`src/rtl/mem_arb_pkg.sv`:
```
// Shared constants and types for the memory-port arbiter.
package mem_arb_pkg;

    localparam int DEF_NUM_REQ      = 4;
    localparam int DEF_WIDTH        = 8;
    localparam int DEF_ADDR_WIDTH   = 5;
    localparam int DEF_READ_LATENCY = 1;

    // The index type is sized for the largest supported requester count (8),
    // so every legal NUM_REQ fits without retyping the tag pipeline.
    localparam int MAX_NUM_REQ = 8;

    typedef logic [$clog2(MAX_NUM_REQ)-1:0] req_idx_t;

    // One tag pipeline entry: valid marks a read whose data must be returned.
    typedef struct packed {
        logic     valid;
        req_idx_t idx;
    } rd_tag_t;

    // Round-robin successor with wrap from num_req-1 back to 0.
    function automatic req_idx_t next_ptr(input req_idx_t idx, input int num_req);
        req_idx_t one;
        one = 1;
        if (int'(idx) == num_req - 1)
            return '0;
        return idx + one;
    endfunction

endpackage

```
`src/rtl/mem_port_arbiter_rr_priority_picker.sv`:
```
// Combinational round-robin search: first eligible index at or above the
// pointer, wrapping around.
module rr_priority_picker
    import mem_arb_pkg::*;
#(
    parameter int NUM_REQ = DEF_NUM_REQ
) (
    input  logic [NUM_REQ-1:0] i_elig,
    input  req_idx_t           i_ptr,
    output req_idx_t           o_idx,
    output logic               o_found
);

    // Scan offsets 0..NUM_REQ-1 from the pointer; the first hit wins.
    always_comb begin
        int c;
        o_idx   = '0;
        o_found = 1'b0;
        for (int k = 0; k < NUM_REQ; k++) begin
            c = int'(i_ptr) + k;
            if (c >= NUM_REQ)
                c = c - NUM_REQ;
            if (!o_found && i_elig[c]) begin
                o_found = 1'b1;
                o_idx   = req_idx_t'(c);
            end
        end
    end

endmodule

```
`src/rtl/mem_port_arbiter.sv`:
```
// Single-beat round-robin arbiter sharing one memory port among NUM_REQ
// requesters, with a latency-matched tag pipeline routing read data back.
module mem_port_arbiter
    import mem_arb_pkg::*;
#(
    parameter int NUM_REQ      = DEF_NUM_REQ,
    parameter int WIDTH        = DEF_WIDTH,
    parameter int ADDR_WIDTH   = DEF_ADDR_WIDTH,
    parameter int READ_LATENCY = DEF_READ_LATENCY
) (
    input  logic                          i_clk,
    input  logic                          i_rst_n,
    input  logic [NUM_REQ-1:0]            i_req,
    input  logic [NUM_REQ-1:0]            i_we,
    input  logic [NUM_REQ*ADDR_WIDTH-1:0] i_addr,
    input  logic [NUM_REQ*WIDTH-1:0]      i_din,
    output logic [NUM_REQ-1:0]            o_gnt,
    output logic [NUM_REQ-1:0]            o_rvalid,
    output logic [WIDTH-1:0]              o_rdata,
    output logic                          o_mem_en,
    output logic                          o_mem_we,
    output logic [ADDR_WIDTH-1:0]         o_mem_addr,
    output logic [WIDTH-1:0]              o_mem_din,
    input  logic [WIDTH-1:0]              i_mem_dout,
    output logic                          o_busy
);

    logic [NUM_REQ-1:0]    r_gnt;
    logic [NUM_REQ-1:0]    r_rvalid;
    logic [WIDTH-1:0]      r_rdata;
    logic                  r_mem_en;
    logic                  r_mem_we;
    logic [ADDR_WIDTH-1:0] r_mem_addr;
    logic [WIDTH-1:0]      r_mem_din;
    req_idx_t              r_ptr;

    logic [NUM_REQ-1:0]    w_elig;
    logic [NUM_REQ-1:0]    w_win_onehot;
    req_idx_t              w_win;
    logic                  w_found;
    rd_tag_t               w_tag_in;
    rd_tag_t               w_tag_out;
    logic [READ_LATENCY:0] w_tag_valid;

    // The requester granted last cycle is still holding its old command on
    // the inputs, so it is masked out to avoid a double grant.
    assign w_elig = i_req & ~r_gnt;

    rr_priority_picker #(
        .NUM_REQ (NUM_REQ)
    ) u_picker (
        .i_elig  (w_elig),
        .i_ptr   (r_ptr),
        .o_idx   (w_win),
        .o_found (w_found)
    );

    assign w_win_onehot = w_found ? (NUM_REQ'(1) << w_win) : '0;
    assign w_tag_in     = '{valid: w_found & ~i_we[w_win], idx: w_win};

    // Command register: issue the winner's fields; addr/din hold when idle.
    always_ff @(posedge i_clk or negedge i_rst_n) begin
        if (!i_rst_n) begin
            r_gnt      <= '0;
            r_mem_en   <= 1'b0;
            r_mem_we   <= 1'b0;
            r_mem_addr <= '0;
            r_mem_din  <= '0;
            r_ptr      <= '0;
        end else begin
            r_gnt    <= w_win_onehot;
            r_mem_en <= w_found;
            r_mem_we <= w_found & i_we[w_win];
            if (w_found) begin
                r_mem_addr <= i_addr[w_win*ADDR_WIDTH +: ADDR_WIDTH];
                r_mem_din  <= i_din[w_win*WIDTH +: WIDTH];
                r_ptr      <= next_ptr(w_win, NUM_REQ);
            end
        end
    end

    // Tag pipeline: stage 0 aligns with the command on the memory pins, the
    // last stage aligns with the memory's data on i_mem_dout.
    generate
        for (genvar gi = 0; gi <= READ_LATENCY; gi++) begin : g_tag
            rd_tag_t r_stage;
            if (gi == 0) begin : g_head
                // Capture the tag of the command being issued.
                always_ff @(posedge i_clk or negedge i_rst_n) begin
                    if (!i_rst_n)
                        r_stage <= '0;
                    else
                        r_stage <= w_tag_in;
                end
            end else begin : g_shift
                // Advance the tag one stage per cycle.
                always_ff @(posedge i_clk or negedge i_rst_n) begin
                    if (!i_rst_n)
                        r_stage <= '0;
                    else
                        r_stage <= g_tag[gi-1].r_stage;
                end
            end
            assign w_tag_valid[gi] = r_stage.valid;
        end
    endgenerate

    assign w_tag_out = g_tag[READ_LATENCY].r_stage;

    // Return register: strobe the owning requester and capture the data.
    always_ff @(posedge i_clk or negedge i_rst_n) begin
        if (!i_rst_n) begin
            r_rvalid <= '0;
            r_rdata  <= '0;
        end else begin
            r_rvalid <= w_tag_out.valid ? (NUM_REQ'(1) << w_tag_out.idx) : '0;
            if (w_tag_out.valid)
                r_rdata <= i_mem_dout;
        end
    end

    assign o_gnt      = r_gnt;
    assign o_rvalid   = r_rvalid;
    assign o_rdata    = r_rdata;
    assign o_mem_en   = r_mem_en;
    assign o_mem_we   = r_mem_we;
    assign o_mem_addr = r_mem_addr;
    assign o_mem_din  = r_mem_din;
    assign o_busy     = |w_tag_valid;

endmodule

```
`config.mk`:
```
export PLATFORM = sky130hd
export DESIGN_NAME = mem_port_arbiter
export DESIGN_NICKNAME = d
export VERILOG_FILES = /design/src/rtl/mem_arb_pkg.sv /design/src/rtl/mem_port_arbiter_rr_priority_picker.sv /design/src/rtl/mem_port_arbiter.sv
export SDC_FILE = /design/constraint.sdc
export NUM_CORES = 1
export LEC_CHECK = 0
export CAP_MARGIN = 20
export CORE_ASPECT_RATIO = 0.75
export CORE_UTILIZATION = 42
export DETAILED_ROUTE_END_ITERATION = 10
export PLACE_DENSITY_LB_ADDON = 0.2
export SLEW_MARGIN = 20
export SYNTH_ARGS = -nofsm -noshare
export SYNTH_HDL_FRONTEND = slang
export SYNTH_SLANG_ARGS = --single-unit
```
`constraint.sdc`:
```
create_clock -name i_clk -period 3.7 [get_ports i_clk]
set_clock_uncertainty 0.2 [all_clocks]
set_input_delay 0.74 -clock i_clk [delete_from_list [all_inputs] [get_ports i_clk]]
set_output_delay 0.74 -clock i_clk [all_outputs]
set_load 0.005 [all_outputs]
```
After elaboration in Yosys (flattened, before gate mapping)
Index checks and enable logic that the tools add are counted.
- bits in registers: 42
- input bits: 70
- output and inout bits: 32
- logic and storage cells: 79
- add/sub/neg operators: 8
- $mul: 1
- $lt $le $gt $ge: 9
- equal/unequal tests: 1
- shift operators: 4
- muxes and demuxes: 32
- bitwise gates (word level): 5
- reductions and logical operators: 7
- operators with widths (operator ; count):
    32-bit by 4-bit < comparator with 1-bit output (second input constant) ; 4
    32-bit 2-to-1 mux ; 4
    32-bit by 4-bit >= comparator with 1-bit output (second input constant) ; 3
    32-bit by 4-bit subtractor with 32-bit output (second input constant) ; 3
    32-bit by 7-bit indexed part select with 8-bit output ; 1
    20-bit by 7-bit indexed part select with 5-bit output ; 1
    3-bit 2-to-1 mux ; 6
    1-bit 2-to-1 mux ; 15
    1-bit binary-select mux with 2-bit select ; 5
    3-bit by 2-bit adder with 4-bit output (second input constant) ; 2
    4-bit 2-to-1 mux ; 2
    1-bit by 3-bit left shift with 4-bit output (first input constant) ; 2
    3-bit by 3-bit multiplier with 6-bit output (second input constant) ; 1
    3-bit by 1-bit adder with 4-bit output (second input constant) ; 1
    4-bit bitwise AND ; 1
    4-bit inverter ; 1
    3-bit by 3-bit subtractor with 4-bit output (second input constant) ; 1
    3-bit by 1-bit adder with 3-bit output (second input constant) ; 1
    3-bit == test (second input constant) ; 1
    3-bit >= comparator (second input constant) ; 1
    1-bit logical AND ; 3
    1-bit logical NOT ; 3
    3-bit < comparator (second input constant) ; 1
    1-bit bitwise AND ; 2
    2 further kinds ; 2

Longest topological paths before layout
Gate-level depths: netlist of run 1.
- depth in word-level cells: 19
- mapped depth: 12

By module
Synthesis of run 1 repeated with hierarchy kept, for this count alone.
- cell total of the unflattened synthesis: 148
- area, all modules: 2153.3 sq um
- by module, submodules not included (module ; instances ; cells each ; area an instance (sq um) ; seq. area each (sq um)):
    mem_port_arbiter ; 1 ; 114 ; 1866.8 ; 1051.0
    rr_priority_picker ; 1 ; 34 ; 286.5 ; 0.0

Least setup slack after synthesis of run 1
OpenSTA, ideal clock, no wires.
- path type: reg-to-reg
- start point: register r_ptr[0]
- end point: register r_ptr[1]
- library setup time: 0.125 ns
- arrival: 2.449 ns
- path slack: 0.926 ns
- cell stages (with the launch flop): 13
- path buffers: 3
- period minus slack after synthesis: 2.774 ns
- path through: dfrtp_1 > buf_2 > inv_2 > ha_1 > inv_2 > mux2i_2 > a21o_1 > a211oi_2 > buf_6 > buf_8 > inv_1 > ha_1 > mux2_2
- cells in the longest elaborated chain, start to end: 19
- elaborated cells between the ends (all ways): 46
- classes of those cells: add/sub (8); order compare (4); eq/ne (1); mux (27); reduce/logical (6)
- ends and longest elaborated chain (element ; RTL line ; source):
    start: declaration ; mem_port_arbiter.sv:35 ; req_idx_t r_ptr;
    start signal: assignment ; mem_port_arbiter.sv:77 ; r_ptr <= next_ptr(w_win, NUM_REQ);
    parallel branches: the longest is 19 deep, another holds 32-bit by 4-bit subtractor with 32-bit output ; - ;
Parallel ways; which one is timed is not known. The select of a mux whose other input is x is not followed.
A chain may end at the register's enable or synchronous reset.

Final worst setup path of run 1
Same ends and word-level chain as after synthesis.

==> results of run 1 <==
## per-stage QoR
step,instance area (sq um),power (W),util
final,3460,0.00275,0.683
after global routing,3460,0.00296,0.683
after CTS,3460,0.00278,0.683
after detailed placement,3370,0.00248,0.665
after global placement,3370,0.00245,0.665
after floorplan,2290,0.00186,-
## worst register-to-register path: cells and delay by family, from the launching register on
| family | cells | cell delay [ps] |
|---|---|---|
| AO/OA/AOI/OAI | 1 | 280 |
| adder cells (fa/ha/maj) | 2 | 690 |
| buffers and inverters | 3 | 370 |
| flip-flops | 1 | 610 |
| multiplexers | 2 | 560 |
| AND/OR/NAND/NOR | 1 | 130 |
## sequential cells by signal (all words and copies together), names as in the netlist
| name | flops |
|---|---|
| r_ptr | 3 |
| o_mem_din | 8 |
| o_mem_en | 1 |
| o_rvalid | 4 |
| o_gnt | 4 |
| o_rdata | 8 |
| o_mem_we | 1 |
| o_mem_addr | 5 |
| g_tag.r_stage | 8 |
## area by class of cell
| type | count | share of cell area |
|---|---|---|
| Sequential cell | 42 | 0.304 |
| Multi-Input combinational cell | 132 | 0.328 |
| Clock inverter | 3 | 0.00687 |
| Inverter | 9 | 0.00977 |
| Timing Repair Buffer | 106 | 0.305 |
| Tap cell | 72 | 0.0260 |
| Clock buffer | 5 | 0.0199 |
## cells in the final DEF, fill, tap and decap left out, types with 2 or more instances in the layout
| master | netlist | routed |
|---|---|---|
| o21ai_1 | 2 | 2 |
| nor4_1 | 3 | 3 |
| and3_1 | 2 | 2 |
| clkinvlp_4 | 0 | 2 |
| and2b_1 | 2 | 2 |
| nand2_1 | 9 | 9 |
| nand2b_1 | 4 | 4 |
| buf_4 | 2 | 4 |
| and2_1 | 2 | 2 |
| clkdlybuf4s50_1 | 0 | 100 |
| inv_1 | 7 | 7 |
| nand3_1 | 4 | 4 |
| ha_1 | 3 | 3 |
| nor3_1 | 7 | 7 |
| a21oi_1 | 3 | 3 |
| nor4bb_1 | 2 | 2 |
| mux2i_1 | 44 | 44 |
| nor2_1 | 3 | 3 |
| o21ai_0 | 4 | 4 |
| clkbuf_8 | 0 | 5 |
| inv_2 | 2 | 2 |
| a22o_1 | 13 | 13 |
| mux2_2 | 9 | 9 |
| dfrtp_1 | 42 | 42 |
## worst paths after layout
path,start,to,slack (ps)
min in group asynchronous,i_rst_n,o_rdata[2]$_DFFE_PN0P_,360
worst min register to register,g_tag[0].r_stage[1]$_DFF_PN0_,g_tag[1].r_stage[1]$_DFF_PN0_,150
worst max register to register,r_ptr[0]$_DFFE_PN0P_,r_ptr[1]$_DFFE_PN0P_,750
max in group asynchronous,i_rst_n,o_mem_din[3]$_DFFE_PN0P_,2380
worst min-delay path,g_tag[0].r_stage[1]$_DFF_PN0_,g_tag[1].r_stage[1]$_DFF_PN0_,150
worst max-delay path,r_ptr[0]$_DFFE_PN0P_,r_ptr[1]$_DFFE_PN0P_,750
## cells by family after synthesis
| kind of cell | count (synthesis) | synth area share |
|---|---|---|
| buf+inv | 20 | 0.0524 |
| flops | 42 | 0.459 |
| fa+ha+maj | 3 | 0.0164 |
| simple gates | 46 | 0.129 |
| mux | 54 | 0.242 |
| compound gates | 29 | 0.100 |
## routing by layer
layer	global-route usage	vias to the layer above	part of all wire
li1	-	915	-
met4	0.0615	0	0.0086
met5	0	-	0
met3	0.0512	5	0.074
met1	0.262	833	0.45
met2	0.326	89	0.47
## power by group through the flow
stage                     combinational, W  clock (W)  sequential, W
after CTS                          0.00165   0.000305       0.000824
after global placement             0.00162          0       0.000832
after global routing               0.00177   0.000330       0.000856
final                              0.00163   0.000297       0.000824
after detailed placement           0.00165          0       0.000830
after floorplan                    0.00107          0       0.000791
==> results.cfg, run 1 <==
[outcome]
status = complete, no violations

[setup_path]
path_buf_inv = 3
critPathCaptureType = flip-flop
cp.arrival_ps = 2930
path_cells = inv_2, ha_1, inv_2, mux2i_1, nor3_1, a211oi_4, inv_1, ha_1, mux2_2
timing_worst_setup_path_type = reg -> reg
critPathMaxFanout = 10
required_ps = 3680
slowest_stage = dfrtp_1
r2r_cells = 9
path_depth = 9
slowest_delay_ps = 610
path_delay_family = adder cells
startpoint_type = flip-flop

[detailed_routing]
drt_pass1_iterations = 5
ant_nets = 0
drt-total-wl_microns = 5260
drcViolationCount = 0
drt_iter0_markers = 94
vias = 1842
wl_per_cell_microns = 14.3
avgViaCountPerCell = 4.99

[synth]
synthCells = 194
postSynthAreaPerCell_sq_um = 11.8
synth_commonest_cells = mux2i_1, dfrtp_1, a22o_1
synth_seq_cells = 42
synth_flop_cell = dfrtp_1
synth_top_area_frac = 0.459
synthTopCellsByArea = dfrtp_1, mux2i_1, a22o_1, mux2_2, ha_1
synth.distinct_cells = 40
synth_nets = 267
synth_edf_count = 0
yosys_warnings = 0
syn_area_sq_um = 2290
yosysTopAreaCell = dfrtp_1
ys_seq_area_frac = 0.459
async_flop_share = 1.00
yosys.cell_count.top_type = mux2i_1

[sta]
setup_viol = 0
slew_headroom = 0.409
rsz0062_at_grt = false
slew_viol_final = 0
min_period_ps = 2950
max_freq_mhz = 339
fin_crit_sh = 0.797
tightestPinTransition_ps = 886
hold_viol = 0
setup_tns_ps = 0
fin_hold_ws_ps = 152
layout_setup_ws_ps = 753

[die]
rows = 22
die_w_microns = 87.3
core_area_sq_um = 5060
initial_core_util = 0.452
die_area_sq_um = 5760
die_h_microns = 66.0
pin_count = 102

[global_route]
grt_max_degree = 43
antenna_found_initial = 0
grt_pass1_vias = 1787
overflow = 0
grt_pass1_wl_microns = 8650
track_usage = 0.200

[clocking]
postCtsSetupRepairBufs = 0
cts_tree = yes
cts_buffers = 5
path_clk_slew_ps = 80
cts_buffer_depth = 2
hold_buffers = 0
cts_resized = 0
h-tree-depth = 2
ctsRootBufferMaster = clkbuf_8
clk_latency_ps = 290
clkSinkCount = 42

[finish]
fill_cells = 407
area_growth_syn_to_layout_pct = 51.0
final_cell_count_no_fill = 369
multiInputGateArea_sq_um = 1130
regArea_sq_um = 1050
drive_gt1_frac = 0.118
nets = 369
n_antenna_cell = 0

[pwr]
swShare = 0.365
worst_ir_drop_vdd_v = 0.000354
p_leak_nw = 1.60
seq_power_share = 0.299
power_density_nw_per_um2 = 796
p_int_w = 0.00175
p_clk_frac = 0.108
p_comb_frac = 0.593
p_switching_w = 0.00100

[placement]
place_ws_ps = 643
portBuffers = 101
finalWeightedCongestion = 0.913
hpwlAfterDp_microns = 4100
dp_cells = 361

[hold_path]
holdPathStages = 0
hold_path_class = reg -> reg

[run]
max-cap-violations = 0
(Power assumes the default switching activity.)
==> run 2, diff against run 1 <==
==> constraint.sdc (replaced) <==
create_clock -name i_clk -period 2.84 [get_ports i_clk]
set_clock_uncertainty 0.2 [all_clocks]
set_input_delay 0.568 -clock i_clk [delete_from_list [all_inputs] [get_ports i_clk]]
set_output_delay 0.568 -clock i_clk [all_outputs]
set_load 0.005 [all_outputs]
==> results.cfg, run 2 (same netlist as run 1, synthesis figures left out) <==
[detailed_routing]
drt_pass1_iterations = 4
vias = 1901
drt-total-wl_microns = 5410
drcViolationCount = 0
drt_iter0_markers = 107
ant_nets = 0
wl_per_cell_microns = 14.3
avgViaCountPerCell = 5.02

[finish]
final_cell_count_no_fill = 379
n_antenna_cell = 0
nets = 379
fill_cells = 402
layout_commonest_cell = clkdlybuf4s50_1
finalInstanceArea_sq_um = 3580
final_cell_mix = clkdlybuf4s50_1, mux2i_1, dfrtp_1, a22o_1, buf_4
area_growth_syn_to_layout_pct = 56.1
drive_gt1_frac = 0.143

[setup_path]
r2r_cells = 9
cp.arrival_ps = 2560
critPathMaxFanout = 6
critPathCaptureType = flip-flop
path_buf_inv = 3
slowest_delay_ps = 390
startpoint_type = flip-flop
path_depth = 9
path_cells = inv_2, ha_1, inv_2, mux2i_1, nor3_1, a211oi_4, inv_1, ha_1, mux2_2
slowest_stage = dfrtp_1
path_delay_family = adder cells
timing_worst_setup_path_type = reg -> reg
required_ps = 2820

[clocking]
h-tree-depth = 2
path_clk_slew_ps = 80
clk_latency_ps = 280
cts_buffer_depth = 2
cts_tree = yes
hold_buffers = 0
clkSinkCount = 42
postCtsSetupRepairBufs = 0
cts_buffers = 5
ctsRootBufferMaster = clkbuf_8
cts_resized = 0

[sta]
fin_hold_ws_ps = 158
slew_viol_final = 0
max_freq_mhz = 387
min_period_ps = 2580
fin_crit_sh = 0.909
setup_tns_ps = 0
layout_setup_ws_ps = 257
rsz0062_at_grt = false
tightestPinTransition_ps = 896
slew_headroom = 0.403
hold_viol = 0
setup_viol = 0

[die]
die_w_microns = 87.3
die_h_microns = 66.0
core_area_sq_um = 5060
initial_core_util = 0.452
pin_count = 102
rows = 22
die_area_sq_um = 5760

[global_route]
grt_pass1_vias = 1908
grt_max_degree = 43
antenna_found_initial = 0
overflow = 0
track_usage = 0.208
grt_pass1_wl_microns = 9160

[pwr]
p_leak_nw = 1.66
seq_power_share = 0.269
p_clk_frac = 0.120
p_int_w = 0.00251
p_comb_frac = 0.612
p_switching_w = 0.00132
swShare = 0.344
power_density_nw_per_um2 = 1070
worst_ir_drop_vdd_v = 0.000517

[placement]
dp_cells = 371
portBuffers = 101
placed_cell_area_sq_um = 3470
finalWeightedCongestion = 0.890
place_ws_ps = 35.0
hpwlAfterDp_microns = 4250

[outcome]
status = complete, no violations

[run]
max-cap-violations = 0

[hold_path]
holdPathStages = 0
hold_path_class = reg -> reg
-- run 2: cell count changes in the layout (fill, tap and decap cells not counted) --
cell        delta
bufinv_16      +1
buf_12         +2
clkinvlp_4     -1
inv_6          -1
buf_4          +8
clkbuf_1       +1
-- run 2: path summary, 6_finish.rpt --
kind                                               start                            end  slack [ps]
setup / recovery                    r_ptr[0]$_DFFE_PN0P_           r_ptr[1]$_DFFE_PN0P_         260
hold / removal             g_tag[0].r_stage[1]$_DFF_PN0_  g_tag[1].r_stage[1]$_DFF_PN0_         160
setup reg to reg                    r_ptr[0]$_DFFE_PN0P_           r_ptr[1]$_DFFE_PN0P_         260
hold reg to reg            g_tag[0].r_stage[1]$_DFF_PN0_  g_tag[1].r_stage[1]$_DFF_PN0_         160
max in group asynchronous                        i_rst_n  g_tag[1].r_stage[2]$_DFF_PN0_        1680
min in group asynchronous                        i_rst_n         o_rdata[0]$_DFFE_PN0P_         210
-- run 2: power groups by stage --
stage	logic, W	registers (W)	clock network (W)
after floorplan	0.00139	0.00103	0
after global placement	0.00234	0.00103	0
after detailed placement	0.00236	0.00104	0
after CTS	0.00236	0.00103	0.000471
after global routing	0.00255	0.00107	0.000499
final	0.00234	0.00103	0.000458
-- run 2: routing by layer --
layer	wire length [microns]	vias up	GRT usage
met3	336	2	0.0487
met5	0	-	0
met4	22	0	0.0512
li1	-	924	-
met2	2580	62	0.344
met1	2480	913	0.276
-- run 2: cell type report --
class                   instances  area [sq um]  share of cell area
multi-input cells             132          1130               0.317
inverters                       9          33.8             0.00945
clock buffers                   6          72.6              0.0203
clock inverters                 2          37.5              0.0105
repair buffers                116          1160               0.323
flip-flops and latches         42          1050               0.294
well taps                      72          90.1              0.0252
-- run 2: through the flow --
step,power (W),utilization
final,0.00383,0.706
after global routing,0.00411,0.706
after CTS,0.00386,0.706
after detailed placement,0.00339,0.684
after global placement,0.00338,0.684
after floorplan,0.00242,-
==> run 3, diff against run 2 <==
--- a/config.mk
+++ b/config.mk
@@ -7,6 +7,7 @@
 export LEC_CHECK = 0
 export CAP_MARGIN = 20
 export CORE_ASPECT_RATIO = 0.75
+export CORE_MARGIN = 5
 export CORE_UTILIZATION = 42
 export DETAILED_ROUTE_END_ITERATION = 10
 export PLACE_DENSITY_LB_ADDON = 0.2
==> constraint.sdc (replaced) <==
create_clock -name i_clk -period 2.6 [get_ports i_clk]
set_clock_uncertainty 0.2 [all_clocks]
set_input_delay 0.52 -clock i_clk [delete_from_list [all_inputs] [get_ports i_clk]]
set_output_delay 0.52 -clock i_clk [all_outputs]
set_load 0.005 [all_outputs]
==> results.cfg, run 3 (same netlist as run 1, synthesis figures left out) <==
[outcome]
status = complete, no violations

[finish]
layout_commonest_cell = clkdlybuf4s50_1
nets = 383
area_growth_syn_to_layout_pct = 57.1
n_antenna_cell = 0
finalInstanceArea_sq_um = 3600
drive_gt1_frac = 0.161
final_cell_mix = clkdlybuf4s50_1, mux2i_1, dfrtp_1, buf_4, a22o_1
final_cell_count_no_fill = 386
fill_cells = 406

[die]
die_h_microns = 74.0
pin_count = 102
die_w_microns = 95.3
rows = 23
die_area_sq_um = 7050
core_area_sq_um = 5320
initial_core_util = 0.430

[pwr]
worst_ir_drop_vdd_v = 0.000476
p_leak_nw = 1.67
power_density_nw_per_um2 = 1150
p_total_w = 0.00414

[global_route]
grt_pass1_vias = 2070
antenna_found_initial = 0
grt_pass1_wl_microns = 9850
overflow = 0
grt_max_degree = 43
track_usage = 0.180

[clocking]
clkSinkCount = 42
cts_resized = 0
cts_buffer_depth = 2
path_clk_slew_ps = 80
cts_buffers = 5
ctsRootBufferMaster = clkbuf_8
clk_latency_ps = 290
hold_buffers = 0
h-tree-depth = 2
cts_tree = yes
postCtsSetupRepairBufs = 0

[placement]
portBuffers = 101
finalWeightedCongestion = 0.908
placed_cell_area_sq_um = 3500
hpwlAfterDp_microns = 4690
dp_cells = 378

[hold_path]
hold_path_class = in -> async

[setup_path]
path_cells = clkdlybuf4s50_1, and2b_1, buf_4, nand3_1, nand2_1, a41o_1, a211o_2, nor2_8, and3_1
slowest_stage = clkdlybuf4s50_1
cp.arrival_ps = 2520
path_delay_family = simple AND/OR/NAND/NOR gates
startpoint_type = input port
critPathMaxFanout = 16
path_buf_inv = 2
required_ps = 2630
critPathCaptureType = flip-flop
slowest_delay_ps = 410
timing_worst_setup_path_type = in -> reg

[detailed_routing]
vias = 1946
drt_iter0_markers = 130
drt_pass1_iterations = 4
ant_nets = 0
drt-total-wl_microns = 5860
drcViolationCount = 0
wl_per_cell_microns = 15.2
avgViaCountPerCell = 5.04

[sta]
fin_hold_ws_ps = 151
hold_viol = 0
max_freq_mhz = 401
setup_viol = 0
min_period_ps = 2490
slew_headroom = 0.404
setup_tns_ps = 0
rsz0062_at_grt = false
slew_viol_final = 0
fin_crit_sh = 0.958
tightestPinTransition_ps = 894

[run]
max-cap-violations = 0
-- run 3: area by class of cell --
class	instances	area, sq um	area share
repair buffers	120	1170	0.326
clock inverters	2	13.8	0.00382
clock buffers	6	72.6	0.0202
inverters	9	38.8	0.0108
flip-flops and latches	42	1050	0.292
well taps	75	93.8	0.0261
multi-input cells	132	1160	0.321
-- run 3: metrics by stage --
stage	setup WS, ps	utilization
4_1_cts	136	0.674
6_report	108	0.676
2_1_floorplan	5.76	-
3_5_place_dp	-151	0.658
3_3_place_gp	-131	0.658
5_1_grt	27.6	0.676
-- run 3: worst reg2reg max path: stages (launching register included) --
cell and delay, ps:
dfrtp_1 400, inv_4 80, ha_4 310, inv_4 60, mux2i_4 190, a21o_1 190
a211oi_4 270, inv_1 70, ha_1 280, mux2_2 260
-- run 3: path summary, 6_finish.rpt --
kind,start,endpoint,slack (ps),cells after the start
max reg2reg,r_ptr[0]$_DFFE_PN0P_,r_ptr[1]$_DFFE_PN0P_,170,9
min,i_rst_n,o_rdata[4]$_DFFE_PN0P_,150,1
max in group asynchronous,i_rst_n,o_mem_addr[3]$_DFFE_PN0P_,1490,1
min reg2reg,g_tag[0].r_stage[0]$_DFF_PN0_,g_tag[1].r_stage[0]$_DFF_PN0_,160,0
max,i_req[2],o_gnt[0]$_DFF_PN0_,110,9
min in group i_clk,g_tag[0].r_stage[0]$_DFF_PN0_,g_tag[1].r_stage[0]$_DFF_PN0_,160,0
-- run 3: where the power goes --
part           internal [W]  total [W]  switching [W]  leakage, nW
clock network      0.000189   0.000406       0.000216       0.0452
logic               0.00151    0.00259        0.00108         1.12
registers          0.000953    0.00114       0.000186        0.512
-- run 3: metal layers --
layer  vias up  routed length [microns]  global-route usage
li1        935                        -                   -
met3        11                      558              0.0637
met2        74                     2890               0.304
met5         -                        0                   0
met4         0                      105              0.0608
met1       926                     2310               0.217
